==> src/rtl/pipe_pkg.sv <==
// rtl/pipe_pkg.sv - opcodes, FSM encoding, forward selects and scoreboard entry for the hazard controller
package pipe_pkg;

  localparam logic [5:0] OP_RTYPE = 6'b000000;
  localparam logic [5:0] OP_LW    = 6'b100011;
  localparam logic [5:0] OP_SW    = 6'b101011;
  localparam logic [5:0] OP_BEQ   = 6'b000100;
  localparam logic [5:0] OP_J     = 6'b000010;

  typedef enum logic [1:0] {
    ST_RUN      = 2'b00,
    ST_MEM_WAIT = 2'b01
  } state_t;

  localparam logic [1:0] FWD_RF    = 2'b00;
  localparam logic [1:0] FWD_EXMEM = 2'b10;
  localparam logic [1:0] FWD_MEMWB = 2'b01;

  typedef struct packed {
    logic       valid;
    logic       regwrite;
    logic [4:0] dest;
    logic       memop;
    logic       memread;
    logic [4:0] rs;
    logic [4:0] rt;
  } sb_entry_t;

  localparam sb_entry_t SB_BUBBLE = '0;

  // Unused source fields are left at r0, so they can never match a hazard or forward.
  function automatic sb_entry_t decode_id(input logic valid, input logic [5:0] op,
                                          input logic [4:0] rs, input logic [4:0] rt,
                                          input logic [4:0] rd);
    sb_entry_t e;
    e = SB_BUBBLE;
    if (valid) begin
      e.valid = 1'b1;
      case (op)
        OP_RTYPE: begin e.regwrite = 1'b1; e.dest = rd; e.rs = rs; e.rt = rt; end
        OP_LW:    begin e.regwrite = 1'b1; e.dest = rt; e.rs = rs; e.memop = 1'b1; e.memread = 1'b1; end
        OP_SW:    begin e.rs = rs; e.rt = rt; e.memop = 1'b1; end
        OP_BEQ:   begin e.rs = rs; e.rt = rt; end
        default:  ;
      endcase
    end
    return e;
  endfunction

endpackage

==> src/rtl/hazard_fwd_unit.sv <==
// rtl/hazard_fwd_unit.sv - EX operand forward select; the younger MEM result wins over WB
module hazard_fwd_unit (
  input  logic [4:0] src,
  input  logic       mem_wr,
  input  logic [4:0] mem_dest,
  input  logic       wb_wr,
  input  logic [4:0] wb_dest,
  output logic [1:0] sel
);
  import pipe_pkg::*;

  always_comb begin
    sel = FWD_RF;
    if (mem_wr && (mem_dest != '0) && (mem_dest == src)) begin
      sel = FWD_EXMEM;
    end else if (wb_wr && (wb_dest != '0) && (wb_dest == src)) begin
      sel = FWD_MEMWB;
    end
  end

endmodule

==> src/rtl/hazard_ctrl.sv <==
// rtl/hazard_ctrl.sv - stall/flush/forward control and data-memory wait FSM for the 5-stage core
module hazard_ctrl #(
  parameter int MEM_TIMEOUT = 16,
  parameter int CNT_W       = 5
) (
  input  logic       clk,
  input  logic       reset,
  input  logic       id_valid,
  input  logic [5:0] id_opcode,
  input  logic [4:0] id_rs,
  input  logic [4:0] id_rt,
  input  logic [4:0] id_rd,
  input  logic       ex_branch_taken,
  input  logic       dmem_ready,
  output logic       pc_en,
  output logic       ifid_en,
  output logic       ifid_flush,
  output logic       idex_en,
  output logic       idex_flush,
  output logic       exmem_en,
  output logic       memwb_flush,
  output logic       jump_redirect,
  output logic [1:0] fwd_a,
  output logic [1:0] fwd_b,
  output logic       mem_timeout,
  output logic [1:0] state
);
  import pipe_pkg::*;

  localparam logic [CNT_W-1:0] TIMEOUT_CNT = CNT_W'(MEM_TIMEOUT - 1);

  state_t           st;
  logic [CNT_W-1:0] wait_cnt;
  sb_entry_t        id_sb, ex_sb, mem_sb, wb_sb;
  logic             freeze, branch, load_use, jump;
  logic [1:0]       fwd_a_raw, fwd_b_raw;
  logic             sb_unused;

  assign id_sb     = decode_id(id_valid, id_opcode, id_rs, id_rt, id_rd);
  assign freeze    = !dmem_ready && ((st == ST_MEM_WAIT) || (mem_sb.valid && mem_sb.memop));
  assign branch    = ex_branch_taken && ex_sb.valid;
  assign load_use  = id_valid && ex_sb.memread && (ex_sb.dest != '0) &&
                     ((id_sb.rs == ex_sb.dest) || (id_sb.rt == ex_sb.dest));
  assign jump      = id_valid && (id_opcode == OP_J);
  assign state     = st;
  assign sb_unused = ^wb_sb;

  hazard_fwd_unit u_fwd_a (
    .src(ex_sb.rs), .mem_wr(mem_sb.regwrite), .mem_dest(mem_sb.dest),
    .wb_wr(wb_sb.regwrite), .wb_dest(wb_sb.dest), .sel(fwd_a_raw)
  );

  hazard_fwd_unit u_fwd_b (
    .src(ex_sb.rt), .mem_wr(mem_sb.regwrite), .mem_dest(mem_sb.dest),
    .wb_wr(wb_sb.regwrite), .wb_dest(wb_sb.dest), .sel(fwd_b_raw)
  );

  always_comb begin
    pc_en         = 1'b1;
    ifid_en       = 1'b1;
    ifid_flush    = 1'b0;
    idex_en       = 1'b1;
    idex_flush    = 1'b0;
    exmem_en      = 1'b1;
    memwb_flush   = 1'b0;
    jump_redirect = 1'b0;
    fwd_a         = fwd_a_raw;
    fwd_b         = fwd_b_raw;
    if (reset) begin
      pc_en       = 1'b0;
      ifid_en     = 1'b0;
      idex_en     = 1'b0;
      exmem_en    = 1'b0;
      ifid_flush  = 1'b1;
      idex_flush  = 1'b1;
      memwb_flush = 1'b1;
      fwd_a       = FWD_RF;
      fwd_b       = FWD_RF;
    end else if (freeze) begin
      pc_en       = 1'b0;
      ifid_en     = 1'b0;
      idex_en     = 1'b0;
      exmem_en    = 1'b0;
      memwb_flush = 1'b1;
    end else if (branch) begin
      ifid_flush  = 1'b1;
      idex_flush  = 1'b1;
    end else if (load_use) begin
      pc_en       = 1'b0;
      ifid_en     = 1'b0;
      idex_flush  = 1'b1;
    end else if (jump) begin
      jump_redirect = 1'b1;
      ifid_flush    = 1'b1;
    end
  end

  always_ff @(posedge clk) begin
    if (reset) begin
      st          <= ST_RUN;
      wait_cnt    <= '0;
      mem_timeout <= 1'b0;
      ex_sb       <= SB_BUBBLE;
      mem_sb      <= SB_BUBBLE;
      wb_sb       <= SB_BUBBLE;
    end else begin
      // A frozen pipe holds EX and MEM and drains WB, so the held op never retires twice.
      if (freeze) begin
        wb_sb <= SB_BUBBLE;
      end else begin
        wb_sb  <= mem_sb;
        mem_sb <= ex_sb;
        ex_sb  <= idex_flush ? SB_BUBBLE : id_sb;
      end
      case (st)
        ST_RUN: begin
          if (freeze) begin
            st       <= ST_MEM_WAIT;
            wait_cnt <= '0;
          end
        end
        ST_MEM_WAIT: begin
          if (dmem_ready) begin
            st <= ST_RUN;
          end else begin
            if (wait_cnt != '1) wait_cnt <= wait_cnt + CNT_W'(1);
            if (wait_cnt == TIMEOUT_CNT) mem_timeout <= 1'b1;
          end
        end
        default: st <= ST_RUN;
      endcase
    end
  end

endmodule

==> config.mk <==
export PLATFORM = sky130hd
export DESIGN_NAME = hazard_ctrl
export DESIGN_NICKNAME = d
export VERILOG_FILES = /design/src/rtl/pipe_pkg.sv /design/src/rtl/hazard_fwd_unit.sv /design/src/rtl/hazard_ctrl.sv
export SDC_FILE = /design/constraint.sdc
export NUM_CORES = 1
export LEC_CHECK = 0
export ABC_AREA = 1
export CAP_MARGIN = 20
export CORE_MARGIN = 10
export CORE_UTILIZATION = 45
export CTS_CLUSTER_DIAMETER = 60
export DETAILED_ROUTE_END_ITERATION = 6
export PLACE_DENSITY = 0.71
export SYNTH_ARGS = -nofsm -noshare
export SYNTH_HDL_FRONTEND = slang
export SYNTH_SLANG_ARGS = --single-unit
==> constraint.sdc <==
create_clock -name clk -period 4.7 [get_ports clk]
set_input_delay 0.94 -clock clk [delete_from_list [all_inputs] [get_ports clk]]
set_output_delay 0.94 -clock clk [all_outputs]
set_load 0.05 [all_outputs]
### Word-level counts from Yosys, hierarchy flattened

Cells that the tools add are included.

* add/subtract/negate cells: 1
* eq/ne operators: 17
* multiplexer cells: 40
* bitwise operators: 1
* reductions and logical operators: 29

Operators with widths (count)
* $mux W19: 2
* $eq A5 B5 Y1: 6
* $mux W5: 5
* $mux W1: 24
* $reduce_bool A5 Y1: 3
* $logic_and A1 B1 Y1: 13
* $eq A6 B6 Y1 const B: 2
* $mux W2: 6
* $pmux W6 S2: 1
* $pmux W5 S2: 1
* $eq A6 B2 Y1 const B: 1
* $eq A6 B3 Y1 const B: 1
* $logic_not A6 Y1: 1
* $ne A2 B2 Y1 const B: 3
* $add A5 B1 Y5 const B: 1
* $eq A5 B4 Y1 const B: 1
* $ne A5 B5 Y1 const B: 1
* $pmux W2 S2: 1
* $reduce_and A4 Y1: 1
* $reduce_or A2 Y1: 2
* $reduce_or A4 Y1: 1
* $reduce_and A3 Y1: 1
* $reduce_or A3 Y1: 1
* $eq A2 B1 Y1 const B: 1
* other kinds (7): 8

* bits in registers: 41
* input port bits: 26
* output and inout port bits: 15
* word-level logic and storage cells: 104

### Depth between registers and ports, before layout

Gate-level depths: netlist (run 1).

* depth after elaboration: 12
* gate-level depth with buffers: 17
* depth with buffers taken out: 17

### Hierarchy

From an unflattened synthesis (run 1), not the netlist that was laid out.

* cell total of the unflattened synthesis: 371
* area, all modules: 2359.8 um^2

Modules (own cells, without submodules)
* hazard_ctrl: times used 1, cells an instance 269, area an instance 1929.4 um^2, seq. area each 800.8 um^2
* hazard_fwd_unit: times used 2, cells an instance 51, area an instance 215.2 um^2, seq. area each 0.0 um^2

### Least setup slack after synthesis (run 1)

No wires, ideal clock.

* path kind: in2out
* from: in dmem_ready
* to: out pc_en
* arrival time: 2.895 ns
* required time: 3.760 ns
* path slack: 0.865 ns
* cell stages on the path: 7
* path buffers: 1
* cells stage by stage: inv_1 > nand2_2 > inv_1 > nor2_1 > o21ai_0 > inv_1 > buf_4

* longest elaborated chain between the ends: 4

RTL lines
* start, declared: line hazard_ctrl.sv:14 `input logic dmem_ready,`
* $logic_not A1 Y1: line hazard_ctrl.sv:40 `assign freeze = !dmem_ready && ((st == ST_MEM_WAIT) || (mem_sb.valid && mem_sb.memop));`
* $logic_and A1 B1 Y1: line hazard_ctrl.sv:40
* $mux W1 (2 in series)
* end, declared: line hazard_ctrl.sv:15 `output logic pc_en,`

No other way between the ends.

### Final worst setup path (run 1)

* from: in dmem_ready
* to: out exmem_en

* longest elaborated chain between the ends: 4

RTL lines
* $logic_not A1 Y1: line hazard_ctrl.sv:40
* $logic_and A1 B1 Y1: line hazard_ctrl.sv:40
* $mux W1: line hazard_ctrl.sv:79 `end else if (freeze) begin`
* $mux W1: line hazard_ctrl.sv:69 `if (reset) begin`
* end, declared: line hazard_ctrl.sv:20 `output logic exmem_en,`

No other way between the ends.

==> results.toml, run 1 <==
[floorplanning]
io_pins = 41
die_y_um = 91.06
std_cell_rows = 25
core-area_mm2 = 0.004817
start_util_pct = 47.17
dieArea_mm2 = 0.008292
die_w_um = 91.06

[clock_tree]
postCtsResizedCells = 0
cts_root_buf = "clkbuf_8"
insertion_delay_ns = 0.29
cts.sinks = 40
htreeDepth = 2
post_cts_buffers = 0
cts_tree = "built"
cts_buffer_depth = 2
numCtsBuffers = 5
cts.reportedPaths.clkPinSlew_ns = 0.08
cts_hold_buf = 0

[grt]
grt-ovfl-total = 0
grt.total_usage_pct = 14.14
grt_pass1_wl_um = 9908
grt_pass1_vias = 2093
antenna_found_initial = 0
grt_max_degree = 26

[setup_path]
worst_path_max_delay_cell = "clkdlybuf4s50_1"
cp.required_ns = 3.76
crit_path_start_kind = "input port"
crit_family = "buffers and inverters"
critPathCaptureType = "output pin"
path_depth = 6
crit_type = "in -> out"
cp-endpoint = "exmem_en"
crit_fanout = 9
worstSetupStartpoint = "dmem_ready"
r2r_end = "ex_sb[11]"
r2r_slack_ns = 2.51
arrival_ns = 3.11
worst-path-buf-inv = 4
max_stage_delay_ns = 0.90
reg2reg_depth = 9
path_cells = "clkdlybuf4s50_1 -> inv_1 -> nand2_2 -> inv_1 -> nor2_1 -> clkdlybuf4s50_1"
reg2reg_from = "state[0]"

[synthesis]
avgSynthCellArea_um2 = 7.145
synthesis.area_mm2 = 0.002272
ys_types = 39
synth_fa_ha_area_share_pct = 1.652
synth_compound_area_share_pct = 15.86
postSynthCellCount = 318
async_flop_share_pct = 0
synth_top_area_share_pct = 35.24
synthSimpleGateAreaFrac_pct = 31.88
syn_nets = 347
yosysTopAreaCell = "dfxtp_1"
synth_edf_count = 0
synth.most_common_cell = "nand2_1"
synth.area.top_cells = "dfxtp_1 35%, nand2_1 12%, inv_1 7.8%"
synth_mux_area_share_pct = 0
synth_xor_area_share_pct = 4.240
yosys_warnings = 0
ys_seq_area_share_pct = 35.24
synth-seq-cells = 40
synth_top_family_by_area = "simple AND/OR/NAND/NOR gates"
synth_commonest_cells = "73 x nand2_1, 47 x inv_1, 40 x dfxtp_1"
synthFlopType = "dfxtp_1"

[sta]
period_share_pct = 86.27
slew_headroom_pct = 66.22
period_needed_ns = 4.055
grt_setup_unrepaired = "false"
fin_worst_skew_ns = 0.006274
hold_viol_final = 0
final_max_slew_viol_count = 0
setup_ws_ns = 0.6455
final-setup-viol-count = 0
max_freq_mhz = 246.6
tightest_slew_ns = 0.5051
setup_tns_ns = 0

[placed_design]
hpwl_um = 4610
place_ws_ns = 0.6278
portBuffers = 39
globalplace.congestion = 0.9137

[min_path]
hp-class = "reg -> reg"
holdPathStages = 2

[final_layout]
regArea_um2 = 800.8
syn_to_final_growth_pct = 23.73
drive_gt1_share_pct = 11.73
layout.nets = 386
antenna_cells = 0
multi_input_comb_area_mm2 = 0.001222
fillers = 494

[drt]
drt-pass1-iter-count = 4
drt_iter0_drc = 107
ant_nets = 0
totalWireLength_um = 5815
drc_errors = 0
routedWlPerCell_um = 13.68
vias = 2130
viasPerCell = 5.012

[pwr]
powerDensity_mw_per_mm2 = 235.7
vdd_drop_max_mv = 0.1446
leakagePower_uw = 0.001243

[job]
cap_violations = 0

[outcome]
outcome = "finished, final reports clean"
-- layout make-up --
type,instances,area share (%)
clock buffer,6,2.937
clock inverter,2,0.3560
inverter,47,6.275
multi-input combinational,220,43.48
sequential,40,28.48
tap,67,2.982
timing repair buffer,43,15.49
-- worst min-delay path, delay by kind of cell, from the launching register on --
family,cells,cell delay [ns]
buf+inv,1,0.05
flops,1,0.31
compound gates,1,0.05
-- per-layer routing --
layer,GRT usage (%),share of wire [%],vias up,routed length [um]
met5,0,0,-,0
met4,4.308,0.98,0,57
met2,22.49,46,55,2653
met3,4.198,5.5,7,317
li1,-,-,1120,-
met1,17.93,48,948,2786
-- where the power goes --
part	internal [uW]	switching, uW
registers	340	1.39
logic	35.9	48.0
clock network	117	120
-- placed cells by master (no fill, tap or decap), types with 7 or more instances in the layout --
| master | synthesis | routed |
|---|---|---|
| o21ai_0 | 10 | 10 |
| nor3_1 | 7 | 7 |
| nor2_1 | 23 | 23 |
| nand3_1 | 23 | 23 |
| dfxtp_1 | 40 | 40 |
| a21oi_1 | 11 | 11 |
| clkdlybuf4s50_1 | 0 | 35 |
| xor2_1 | 9 | 9 |
| nand2_1 | 73 | 73 |
| inv_1 | 47 | 47 |
| nand4_1 | 10 | 10 |
-- per-stage QoR --
step	cells	util [%]	hold WS [ns]	total power, uW	area, um2
after floorplan	318	-	0.4206	396.9	2272
after global placement	417	56.44	0.4357	433.3	2719
after detailed placement	417	56.44	0.4430	433.7	2719
after CTS	425	58.36	0.4519	668.6	2811
after global routing	425	58.36	0.4816	693.3	2811
final	425	58.36	0.4503	662.7	2811
-- worst min-delay path by stage --
| stage | start | end | slack (ns) |
|---|---|---|---|
| 2_1_floorplan | ex_sb[10] | ex_sb[10] | 0.42 |
| 3_3_place_gp | ex_sb[10] | ex_sb[10] | 0.44 |
| 3_5_place_dp | mem_timeout | mem_timeout | 0.44 |
| 4_1_cts | mem_timeout | mem_timeout | 0.45 |
| 5_1_grt | ex_sb[11] | ex_sb[11] | 0.48 |
| 6_report | mem_timeout | mem_timeout | 0.45 |
-- kinds of logic (layout without fill, tap and decap cells) --
group / after synthesis / after routing
compound gates: 49 / 49
xor+xnor: 11 / 11
fa+ha+maj: 3 / 3
buf+inv: 58 / 98
flops: 40 / 40
other cells: 1 / 1
simple gates: 156 / 156
-- flip-flops by register name (all words and copies together), names as in the netlist --
name / cells
ex_sb: 19
mem_sb: 8
state: 1
wait_cnt: 5
wb_sb: 6
mem_timeout: 1
Power figures use the tool's default switching activity.
==> run 2, diff against run 1 <==
--- a/config.mk
+++ b/config.mk
@@ -10,6 +10,6 @@
 export CORE_MARGIN = 10
-export CORE_UTILIZATION = 45
+export CORE_UTILIZATION = 35
 export CTS_CLUSTER_DIAMETER = 60
 export DETAILED_ROUTE_END_ITERATION = 6
-export PLACE_DENSITY = 0.71
+export PLACE_DENSITY = 0.58
 export SYNTH_ARGS = -nofsm -noshare
@@ -17 +17,2 @@
 export SYNTH_SLANG_ARGS = --single-unit
+export TNS_END_PERCENT = 10
--- a/constraint.sdc
+++ b/constraint.sdc
@@ -3,2 +3,2 @@
 set_output_delay 0.94 -clock clk [all_outputs]
-set_load 0.05 [all_outputs]
+set_load 0.01 [all_outputs]
==> results.toml, run 2 (synthesis results as in run 1) <==
[sta]
max_freq_mhz = 228.4
fin_worst_skew_ns = 0.005941
slew_headroom_pct = 61.93
period_share_pct = 93.15
setup_tns_ns = 0
hold_ws_ns = 0.4530
tightest_slew_ns = 0.5693
final_max_slew_viol_count = 0
period_needed_ns = 4.378
hold_viol_final = 0
grt_setup_unrepaired = "false"
final-setup-viol-count = 0

[pwr]
powerDensity_mw_per_mm2 = 243.6
leakagePower_uw = 0.001244
p_total_uw = 691.6
vdd_drop_max_mv = 0.1071

[setup_path]
reg2reg_depth = 10
crit_path_start_kind = "input port"
r2r_end = "ex_sb[11]"
worst_path_max_delay_cell = "clkdlybuf4s50_1"
critPathCaptureType = "output pin"
max_stage_delay_ns = 0.53
reg2reg_from = "state[0]"
arrival_ns = 3.44
cp.required_ns = 3.76
crit_family = "buffers and inverters"
worst-path-buf-inv = 4
path_cells = "clkdlybuf4s50_1 -> inv_1 -> nor2_1 -> nand2_2 -> o22ai_4 -> nand3_1 -> nand2_1 -> nand2_1 -> nor2_1 -> nand3_1 -> nand2_1 -> nand2_2 -> nand2_2 -> nand2_4 -> inv_1 -> clkdlybuf4s50_1"
r2r_slack_ns = 2.93
crit_fanout = 9
crit_type = "in -> out"

[floorplanning]
dieArea_mm2 = 0.01011
die_y_um = 100.6
core-area_mm2 = 0.006314
die_w_um = 100.6
std_cell_rows = 29
io_pins = 41
start_util_pct = 35.99

[clock_tree]
cts_root_buf = "clkbuf_8"
cts.reportedPaths.clkPinSlew_ns = 0.07
cts_buffer_depth = 2
htreeDepth = 2
numCtsBuffers = 5
postCtsResizedCells = 0
insertion_delay_ns = 0.30
cts_hold_buf = 0
post_cts_buffers = 0
cts_tree = "built"
cts.sinks = 40

[final_layout]
reg_top3 = "ex_sb (19), mem_sb (8), wb_sb (6)"
post-route-cell-area_mm2 = 0.002839
largest_reg_flops = 19
regMostFlops = "ex_sb"
final_common_cell = "nand2_1"
layout_common_cells = "73 x nand2_1, 47 x inv_1, 40 x dfxtp_1"
layout.nets = 388
postLayoutCoreUtil_pct = 44.97
antenna_cells = 0
syn_to_final_growth_pct = 24.94
drive_gt1_share_pct = 10.83

[drt]
vias = 2149
viasPerCell = 4.918
drc_errors = 0
routedWlPerCell_um = 13.58
ant_nets = 0
drt_iter0_drc = 76
totalWireLength_um = 5935
drt-pass1-iter-count = 4

[grt]
grt_pass1_wl_um = 10070
grt_max_degree = 16
grt-ovfl-total = 0
grt.total_usage_pct = 12.17
grt_pass1_vias = 2105
antenna_found_initial = 0

[min_path]
hp-class = "reg -> reg"
hold_start = "mem_timeout"
whs_endpoint = "mem_timeout"
holdPathStages = 2

[placed_design]
globalplace.congestion = 0.8923
hpwl_um = 4794
place_area_mm2 = 0.002731
portBuffers = 39

[job]
cap_violations = 0

[outcome]
outcome = "finished, final reports clean"
## run 2: worst max-delay path by stage
stage	from	endpoint	slack [ns]	cells past startpoint
floorplan	id_opcode[0]	pc_en	1.45	13
finish	id_opcode[5]	idex_flush	0.32	16
detailed placement	id_opcode[5]	idex_flush	0.29	16
CTS	id_opcode[5]	idex_flush	0.28	16
global placement	id_opcode[0]	idex_flush	0.28	15
global route	id_opcode[5]	idex_flush	0.03	16
## run 2: where the power goes
group          switching, uW  internal (uW)  leakage, uW
registers               1.42            340     0.000323
logic                   35.7           35.6     0.000867
clock network            121            158    0.0000552
total                    158            534      0.00124
## run 2: per-stage QoR
| step | setup WS (ns) | std cells |
|---|---|---|
| 3_3_place_gp | 0.2798 | 429 |
| 4_1_cts | 0.2763 | 437 |
| 5_1_grt | 0.03428 | 437 |
| 2_1_floorplan | 1.447 | 318 |
| 3_5_place_dp | 0.2893 | 429 |
| 6_report | 0.3220 | 437 |
## run 2: layout make-up
class / instances / area (um2)
fillers: 701 / 3475
multi-input cells: 220 / 1222
flip-flops and latches: 40 / 800.8
repair buffers: 45 / 435.4
inverters: 47 / 176.4
well taps: 77 / 96.34
clock buffers: 6 / 72.57
clock inverters: 2 / 35.03
## run 2: per-layer routing
layer,global-route usage [%],vias to the layer above,wire length (um)
li1,-,1123,-
met1,14.99,985,2851
met2,19.88,35,2754
met3,3.086,6,238
met4,4.565,0,90
met5,0,-,0
## run 2: tightest hold or removal path: cells and delay by family (launching register included)
kind	cells	cell delay, ns
flip-flops	1	0.31
buffers and inverters	1	0.04
AO/OA/AOI/OAI	1	0.05
